`config.mk`:
```
export PLATFORM = sky130hd
export DESIGN_NAME = matcher_list_scanner_flat
export DESIGN_NICKNAME = d
export VERILOG_FILES = /design/src/rtl/matcher_list_scanner_if.sv /design/src/rtl/matcher_list_scanner.sv /design/src/flat_wrapper.sv
export SDC_FILE = /design/constraint.sdc
export NUM_CORES = 1
export LEC_CHECK = 0
export CORE_ASPECT_RATIO = 2
export CORE_MARGIN = 4
export CORE_UTILIZATION = 49
export CTS_BUF_LIST = sky130_fd_sc_hd__clkbuf_8 sky130_fd_sc_hd__clkbuf_16
export CTS_CLUSTER_SIZE = 24
export DETAILED_ROUTE_END_ITERATION = 8
export PLACE_DENSITY = 0.81
export SYNTH_ARGS = -nofsm -noshare
export SYNTH_HDL_FRONTEND = slang
export SYNTH_SLANG_ARGS = --single-unit
```
`constraint.sdc`:
```
create_clock -name fclk -period 16.3 [get_ports fclk]
set_input_delay 1.63 -clock fclk [delete_from_list [all_inputs] [get_ports fclk]]
set_output_delay 1.63 -clock fclk [all_outputs]
set_load 0.01 [all_outputs]
```
`src/rtl/matcher_list_scanner_if.sv`:
```
//------------------------------------------------------------------------------
// matcher_list_scanner_if
//
// Purpose: bundles the scanner's control-side and ROM-side signals so that the
// scanner and its environment can be connected through one port.
//
// Signals:
//   start      scan request from the matcher control logic
//   key        value to match
//   mask       compare mask, 1 = bit compared
//   count      number of entries to scan (LIST_WIDTH+1 bits)
//   rom_enable ROM read enable, driven by the scanner
//   rom_addr   ROM read address, driven by the scanner
//   rom_data   ROM read data, one cycle after enable/addr
//   busy       scan in progress
//   done       one-cycle completion pulse
//   hit        match found in the last scan
//   hit_index  address of the first matching entry
//   hit_data   full ROM word of the first matching entry
//
// Modports:
//   master  control logic plus ROM side (drives requests and ROM data)
//   slave   the scanner itself
//------------------------------------------------------------------------------
interface matcher_list_scanner_if #(
  parameter int LIST_WIDTH = 10,
  parameter int DATA_WIDTH = 64
);
  logic                  start;
  logic [DATA_WIDTH-1:0] key;
  logic [DATA_WIDTH-1:0] mask;
  logic [LIST_WIDTH:0]   count;
  logic                  rom_enable;
  logic [LIST_WIDTH-1:0] rom_addr;
  logic [DATA_WIDTH-1:0] rom_data;
  logic                  busy;
  logic                  done;
  logic                  hit;
  logic [LIST_WIDTH-1:0] hit_index;
  logic [DATA_WIDTH-1:0] hit_data;

  modport master (
    output start, key, mask, count, rom_data,
    input  rom_enable, rom_addr, busy, done, hit, hit_index, hit_data
  );

  modport slave (
    input  start, key, mask, count, rom_data,
    output rom_enable, rom_addr, busy, done, hit, hit_index, hit_data
  );
endinterface

```
`src/rtl/matcher_list_scanner.sv`:
```
//------------------------------------------------------------------------------
// matcher_list_scanner
//
// Purpose: on an accepted start, latches key/mask/count and walks the matcher
// list ROM from address 0 upward, one address per cycle. Each returned word is
// compared under the mask; the first match ends the scan and is reported as
// hit/hit_index/hit_data. The ROM has a one-cycle registered read, so a valid
// bit carrying the issued address follows each read by one cycle.
//
// Ports:
//   fclk  clock, all state on the rising edge
//   rst   asynchronous active-high reset
//   bus   matcher_list_scanner_if.slave (request, ROM and result signals)
//
// Cycle 0 is the cycle in which start is sampled in IDLE. Address a is on
// rom_addr in cycle a+1 and its data is compared in cycle a+2. A hit at index
// k gives done in cycle k+3; a miss gives done in cycle count+2.
//------------------------------------------------------------------------------
module matcher_list_scanner #(
  parameter int LIST_WIDTH = 10,
  parameter int DATA_WIDTH = 64
) (
  input  logic                    fclk,
  input  logic                    rst,
  matcher_list_scanner_if.slave   bus
);

  // Full list depth, expressed in the width of the count input.
  localparam logic [LIST_WIDTH:0] DEPTH = {1'b1, {LIST_WIDTH{1'b0}}};
  localparam logic [LIST_WIDTH:0] ONE_C = {{LIST_WIDTH{1'b0}}, 1'b1};
  localparam logic [LIST_WIDTH-1:0] ONE_A = {{(LIST_WIDTH-1){1'b0}}, 1'b1};

  typedef enum logic [1:0] {
    ST_IDLE  = 2'd0,
    ST_SCAN  = 2'd1,
    ST_DRAIN = 2'd2,
    ST_DONE  = 2'd3
  } state_t;

  state_t                r_state;
  state_t                w_state_nxt;

  logic [DATA_WIDTH-1:0] r_key;
  logic [DATA_WIDTH-1:0] r_mask;
  logic [LIST_WIDTH-1:0] r_last;      // last address to issue (clamped count - 1)

  logic                  r_vld;       // rom_data this cycle belongs to a scan read
  logic [LIST_WIDTH-1:0] r_vaddr;     // address that produced the current rom_data

  logic                  r_rom_enable;
  logic [LIST_WIDTH-1:0] r_rom_addr;
  logic                  r_busy;
  logic                  r_done;
  logic                  r_hit;
  logic [LIST_WIDTH-1:0] r_hit_index;
  logic [DATA_WIDTH-1:0] r_hit_data;

  logic                  w_accept;
  logic                  w_match;
  logic                  w_scan_last;
  logic [LIST_WIDTH:0]   w_count_clamped;
  logic [LIST_WIDTH-1:0] w_addr_nxt;

  assign w_accept        = (r_state == ST_IDLE) && bus.start;
  assign w_count_clamped = (bus.count > DEPTH) ? DEPTH : bus.count;
  assign w_scan_last     = (r_rom_addr == r_last);
  // Only qualified reads can match, so the zero data the ROM returns while
  // disabled never counts as a hit even with mask = 0.
  assign w_match = r_vld &&
                   (((bus.rom_data ^ r_key) & r_mask) == {DATA_WIDTH{1'b0}});

  // Next-state logic for the scan sequencer.
  always_comb begin
    w_state_nxt = r_state;
    case (r_state)
      ST_IDLE: begin
        if (bus.start) begin
          if (bus.count == {(LIST_WIDTH+1){1'b0}}) begin
            w_state_nxt = ST_DONE;
          end else begin
            w_state_nxt = ST_SCAN;
          end
        end else begin
          w_state_nxt = ST_IDLE;
        end
      end
      ST_SCAN: begin
        // A match ends the scan at once; the read issued this cycle is dropped.
        if (w_match) begin
          w_state_nxt = ST_DONE;
        end else if (w_scan_last) begin
          w_state_nxt = ST_DRAIN;
        end else begin
          w_state_nxt = ST_SCAN;
        end
      end
      // DRAIN holds exactly the final compare, hit or miss.
      ST_DRAIN: w_state_nxt = ST_DONE;
      ST_DONE:  w_state_nxt = ST_IDLE;
      default:  w_state_nxt = ST_IDLE;
    endcase
  end

  // Next ROM address: 0 outside SCAN, increments while SCAN continues.
  always_comb begin
    w_addr_nxt = {LIST_WIDTH{1'b0}};
    if ((w_state_nxt == ST_SCAN) && (r_state == ST_SCAN)) begin
      // SCAN->SCAN only happens below r_last, so this never wraps.
      w_addr_nxt = r_rom_addr + ONE_A;
    end else begin
      w_addr_nxt = {LIST_WIDTH{1'b0}};
    end
  end

  // State register.
  always_ff @(posedge fclk or posedge rst) begin
    if (rst) begin
      r_state <= ST_IDLE;
    end else begin
      r_state <= w_state_nxt;
    end
  end

  // Latch key, mask and last address on an accepted start.
  always_ff @(posedge fclk or posedge rst) begin
    if (rst) begin
      r_key  <= {DATA_WIDTH{1'b0}};
      r_mask <= {DATA_WIDTH{1'b0}};
      r_last <= {LIST_WIDTH{1'b0}};
    end else if (w_accept) begin
      r_key  <= bus.key;
      r_mask <= bus.mask;
      r_last <= LIST_WIDTH'(w_count_clamped - ONE_C);
    end else begin
      r_key  <= r_key;
      r_mask <= r_mask;
      r_last <= r_last;
    end
  end

  // Read-valid pipeline matching the ROM's one-cycle read latency.
  always_ff @(posedge fclk or posedge rst) begin
    if (rst) begin
      r_vld   <= 1'b0;
      r_vaddr <= {LIST_WIDTH{1'b0}};
    end else begin
      r_vld   <= (r_state == ST_SCAN) && (w_state_nxt != ST_DONE);
      r_vaddr <= r_rom_addr;
    end
  end

  // Registered ROM controls and status outputs, decoded from the next state.
  always_ff @(posedge fclk or posedge rst) begin
    if (rst) begin
      r_rom_enable <= 1'b0;
      r_rom_addr   <= {LIST_WIDTH{1'b0}};
      r_busy       <= 1'b0;
      r_done       <= 1'b0;
    end else begin
      r_rom_enable <= (w_state_nxt == ST_SCAN);
      r_rom_addr   <= w_addr_nxt;
      r_busy       <= (w_state_nxt == ST_SCAN) || (w_state_nxt == ST_DRAIN);
      r_done       <= (w_state_nxt == ST_DONE);
    end
  end

  // Result registers: cleared on accepted start, set on the first match.
  always_ff @(posedge fclk or posedge rst) begin
    if (rst) begin
      r_hit       <= 1'b0;
      r_hit_index <= {LIST_WIDTH{1'b0}};
      r_hit_data  <= {DATA_WIDTH{1'b0}};
    end else if (w_accept) begin
      r_hit       <= 1'b0;
      r_hit_index <= {LIST_WIDTH{1'b0}};
      r_hit_data  <= {DATA_WIDTH{1'b0}};
    end else if (w_match && ((r_state == ST_SCAN) || (r_state == ST_DRAIN))) begin
      r_hit       <= 1'b1;
      r_hit_index <= r_vaddr;
      r_hit_data  <= bus.rom_data;
    end else begin
      r_hit       <= r_hit;
      r_hit_index <= r_hit_index;
      r_hit_data  <= r_hit_data;
    end
  end

  assign bus.rom_enable = r_rom_enable;
  assign bus.rom_addr   = r_rom_addr;
  assign bus.busy       = r_busy;
  assign bus.done       = r_done;
  assign bus.hit        = r_hit;
  assign bus.hit_index  = r_hit_index;
  assign bus.hit_data   = r_hit_data;

endmodule

```
`src/flat_wrapper.sv`:
```
// flat-port wrapper written by rule: the top's interface ports become plain ports
module matcher_list_scanner_flat 
#(
  parameter int LIST_WIDTH = 10,
  parameter int DATA_WIDTH = 64
)
  (fclk, rst, bus_start, bus_key, bus_mask, bus_count, bus_rom_data, bus_rom_enable, bus_rom_addr, bus_busy, bus_done, bus_hit, bus_hit_index, bus_hit_data);
  matcher_list_scanner_if #(.LIST_WIDTH(LIST_WIDTH), .DATA_WIDTH(DATA_WIDTH)) bus_i ();
  input  logic fclk;
  input  logic rst;
  input wire logic [$bits(bus_i.start)-1:0] bus_start;
  input wire logic [$bits(bus_i.key)-1:0] bus_key;
  input wire logic [$bits(bus_i.mask)-1:0] bus_mask;
  input wire logic [$bits(bus_i.count)-1:0] bus_count;
  input wire logic [$bits(bus_i.rom_data)-1:0] bus_rom_data;
  output wire logic [$bits(bus_i.rom_enable)-1:0] bus_rom_enable;
  output wire logic [$bits(bus_i.rom_addr)-1:0] bus_rom_addr;
  output wire logic [$bits(bus_i.busy)-1:0] bus_busy;
  output wire logic [$bits(bus_i.done)-1:0] bus_done;
  output wire logic [$bits(bus_i.hit)-1:0] bus_hit;
  output wire logic [$bits(bus_i.hit_index)-1:0] bus_hit_index;
  output wire logic [$bits(bus_i.hit_data)-1:0] bus_hit_data;
  assign bus_i.start = bus_start;
  assign bus_i.key = bus_key;
  assign bus_i.mask = bus_mask;
  assign bus_i.count = bus_count;
  assign bus_i.rom_data = bus_rom_data;
  assign bus_rom_enable = bus_i.rom_enable;
  assign bus_rom_addr = bus_i.rom_addr;
  assign bus_busy = bus_i.busy;
  assign bus_done = bus_i.done;
  assign bus_hit = bus_i.hit;
  assign bus_hit_index = bus_i.hit_index;
  assign bus_hit_data = bus_i.hit_data;
  matcher_list_scanner #(.LIST_WIDTH(LIST_WIDTH), .DATA_WIDTH(DATA_WIDTH)) u_core (.fclk(fclk), .rst(rst), .bus(bus_i));
endmodule
```
==> results by group <==
Status
  – Status: finished clean

Critical path
  – Critical path arrival: 4.86 ns
  – Crit path max-delay family: simple AND/OR/NAND/NOR gates
  – Cells along the critical path: clkdlybuf4s50_1 -> xor2_1 -> a22oi_1 -> nand4_1 -> or4_2 -> buf_4 -> o31ai_1 -> a21oi_1
  – Critical path's largest stage delay: 0.96 ns
  – CP Data Required Time: 16.64 ns
  – Worst setup path class: in -> reg
  – Crit path launch type: primary input
  – Worst Path Buf+Inv: 2
  – Crit-path slowest cell: or4_2
  – Worst reg-to-reg setup slack: 12.94 ns
  – CP max FO: 53
  – Worst Setup End Kind: register

Synth
  – Yosys warns: 0
  – Number of flops mapped to enable cells by yosys: 0
  – Fraction of registers with async set/reset: 100.0%
  – Synth cell types: 32
  – Top post-synthesis cells by area: dfrtp_1, nand2_1, xor2_1, o31ai_1, nand4_1
  – Ys flop type: dfrtp_1
  – Syn Nets: 1,394
  – Cells after Synth: 1,180
  – Mapped Avg Cell Area: 9.271 sq um
  – Post-synth top area share: 54.67%
  – Synthesized flop and latch total: 239
  – Seq/Total Area, Yosys: 54.67%
  – Post-synthesis cell area: 10,940 sq um
  – Top cell type by total area after synthesis: dfrtp_1

Power
  – Worst vdd ir: 0.0001264 V
  – Leak Pwr: 6.635 nW
  – Pwr/cell area: 146.1 nW/um^2
  – Final Power: 2.140 mW

Route
  – Routed WL: 36.81 mm
  – # DRC: 0
  – DRT Pass-1 Iters: 5
  – DR WL/cell: 21.53 microns
  – Post-route ant nets: 0
  – DR vias: 9,845
  – Initial DRC count: 861
  – Vias per cell: 5.757

Clock network
  – Root Buffer: clkbuf_16
  – CTS tree: built
  – Sink Count: 239
  – Clock buffer count from CTS: 21
  – CTS hold repair buffers: 0
  – H-tree lvl count: 1
  – Worst-Skew Late Latency: 0.51 ns
  – Post-cts sizing count: 0
  – Clock-pin slew on the worst setup and hold paths: 0.07 ns
  – Clock tree buffer depth: 3
  – Setup Fix Bufs, Post-CTS: 0

Layout
  – Fill cell total of the finished layout: 1,789
  – Share of cells above drive strength 1: 3.424%
  – Final net count: 1,632
  – Area grow syn2layout: 33.88%
  – Fin util: 66.38%
  – Non-Filler Instances: 1,710

STA
  – Period utilization: 27.74%
  – Hold Slack: 0.4771 ns
  – Final hold vios: 0
  – Skew final: 0.01368 ns
  – Least-Margin Pin Slew: 1.131 ns
  – RSZ-0062 raised after global routing: no
  – Post-layout min period: 4.521 ns
  – Achievable Freq: 221.2 MHz
  – Final slew viol count: 0
  – Worst rel slew slack: 24.58%
  – Setup TNS Final: 0 ns
  – Setup violations, final: 0

Min path
  – Hold WC Path Type: reg -> reg

Global routing
  – Initial antenna violation count: 3
  – Total congestion overflow: 0
  – First-pass GRT wire length: 55.88 mm
  – GRT Total Usage: 29.02%
  – Vias in the first global route: 10,050
  – Maximum number of pins on one net before global-route repair: 116

Floorplanning
  – # rows: 77
  – I/O Pins: 294
  – Die height: 219.3 microns
  – Initial core utilization: 49.58%
  – Die W: 113.7 microns
  – Full die area: 24,920 sq um
  – Core box area: 22,060 sq um

Placed design
  – Placed cell count: 1,671
  – HPWL after DPL: 25.60 mm
  – Final Wtd Congestion: 0.9063
  – PortBufs: 293

Flow run
  – Max-Cap Viols: 0
## cell usage in the layout (no fill, tap or decap), drive strengths merged, types with 2 or more instances in the layout
| cell type | netlist | final |
|---|---|---|
| clkdlybuf4s50 | 0 | 293 |
| nand3 | 8 | 8 |
| nand2 | 401 | 401 |
| bufinv | 0 | 4 |
| ha | 8 | 8 |
| a21oi | 82 | 82 |
| and3 | 4 | 4 |
| xnor2 | 8 | 8 |
| o41ai | 2 | 2 |
| nand4 | 83 | 83 |
| a31oi | 4 | 4 |
| nor2 | 27 | 27 |
| nor4 | 5 | 5 |
| nor3 | 5 | 5 |
| inv | 5 | 10 |
| dfrtp | 239 | 239 |
| nor2b | 2 | 2 |
| clkbuf | 74 | 22 |
| o31ai | 74 | 74 |
| diode | 0 | 3 |
| xor2 | 79 | 79 |
| a22oi | 39 | 39 |
| o21ai | 6 | 6 |
| and4 | 4 | 4 |
| clkinv | 0 | 4 |
| buf | 13 | 9 |
## flip-flops by register name, summed over array words and instances (netlist names)
register	flops
u_core.bus.rom_addr	10
u_core.r_state	2
u_core.bus.done	1
u_core.r_mask	64
u_core.r_vld	1
u_core.bus.hit_index	10
u_core.bus.hit	1
u_core.bus.hit_data	64
u_core.r_vaddr	10
u_core.r_key	64
u_core.r_last	10
u_core.bus.busy	1
u_core.bus.rom_enable	1
## area by class of cell
class	instances	area [sq um]	area share, %
clock inverter	14	166.4	1.136
antenna	3	7.507	0.05126
inverter	5	26.28	0.1794
clock buffer	22	539.3	3.682
tap	276	345.3	2.358
timing repair buffer	302	3000	20.49
sequential	239	5981	40.84
multi-input combinational	849	4579	31.27
## layer usage
layer	part of all wire, %	track usage, %	vias to the layer above
li1	-	-	4528
met1	35	33.04	4769
met2	53	51.55	448
met3	6.4	4.553	98
met4	5.5	15.40	2
met5	0.033	0	-
## power by group
group	leakage (nW)	switching, mW	total, mW	internal (mW)
clock network	0.365	0.219	0.522	0.303
registers	3.10	0.124	0.892	0.768
logic	3.17	0.483	0.726	0.243
total	6.63	0.826	2.14	1.31
## cell usage after synthesis (2+ instances only)
library cell / count
buf_2: 3
nand3_1: 8
a22oi_1: 39
buf_4: 4
o41ai_1: 2
xor2_1: 79
o21ai_0: 6
clkbuf_1: 74
inv_1: 5
nor3_1: 5
buf_6: 6
a31oi_1: 4
ha_1: 8
xnor2_1: 8
o31ai_1: 74
nor4_1: 5
a21oi_1: 82
and4_1: 4
and3_1: 4
nand4_1: 83
nand2_1: 401
nor2b_1: 2
nor2_1: 27
dfrtp_1: 239
## worst min-delay path, cell delays in order, from the launching register on
cell and delay, ns:
dfrtp_1 0.35, nand2_1 0.05, nand2_1 0.05
## stage by stage
step | setup slack, ns | instance area, sq um
finish | 11.78 | 14650
global route | 11.63 | 14640
CTS | 11.75 | 14640
detailed placement | 11.27 | 13930
global placement | 11.34 | 13930
floorplan | 8.110 | 10940
## final timing paths
path / startpoint / to / cells after the start
hold reg to reg: u_core.r_mask[61]$_DFFE_PP0P_ / u_core.r_mask[61]$_DFFE_PP0P_ / 2
setup / recovery: bus_rom_data[41] / u_core.bus.hit_data[42]$_DFFE_PP0P_ / 8
max in group asynchronous: rst / u_core.r_mask[37]$_DFFE_PP0P_ / 3
min in group asynchronous: rst / u_core.r_key[47]$_DFFE_PP0P_ / 2
setup reg to reg: u_core.r_key[41]$_DFFE_PP0P_ / u_core.bus.hit_data[42]$_DFFE_PP0P_ / 7
hold / removal: u_core.r_mask[61]$_DFFE_PP0P_ / u_core.r_mask[61]$_DFFE_PP0P_ / 2
## logic make-up after synthesis
| logic type | synth area share [%] |
|---|---|
| buf+inv | 3.740 |
| xor+xnor | 6.966 |
| simple gates | 21.31 |
| compound gates | 12.40 |
| flops | 54.67 |
| fa+ha+maj | 0.9151 |
(Power assumes the default switching activity.)
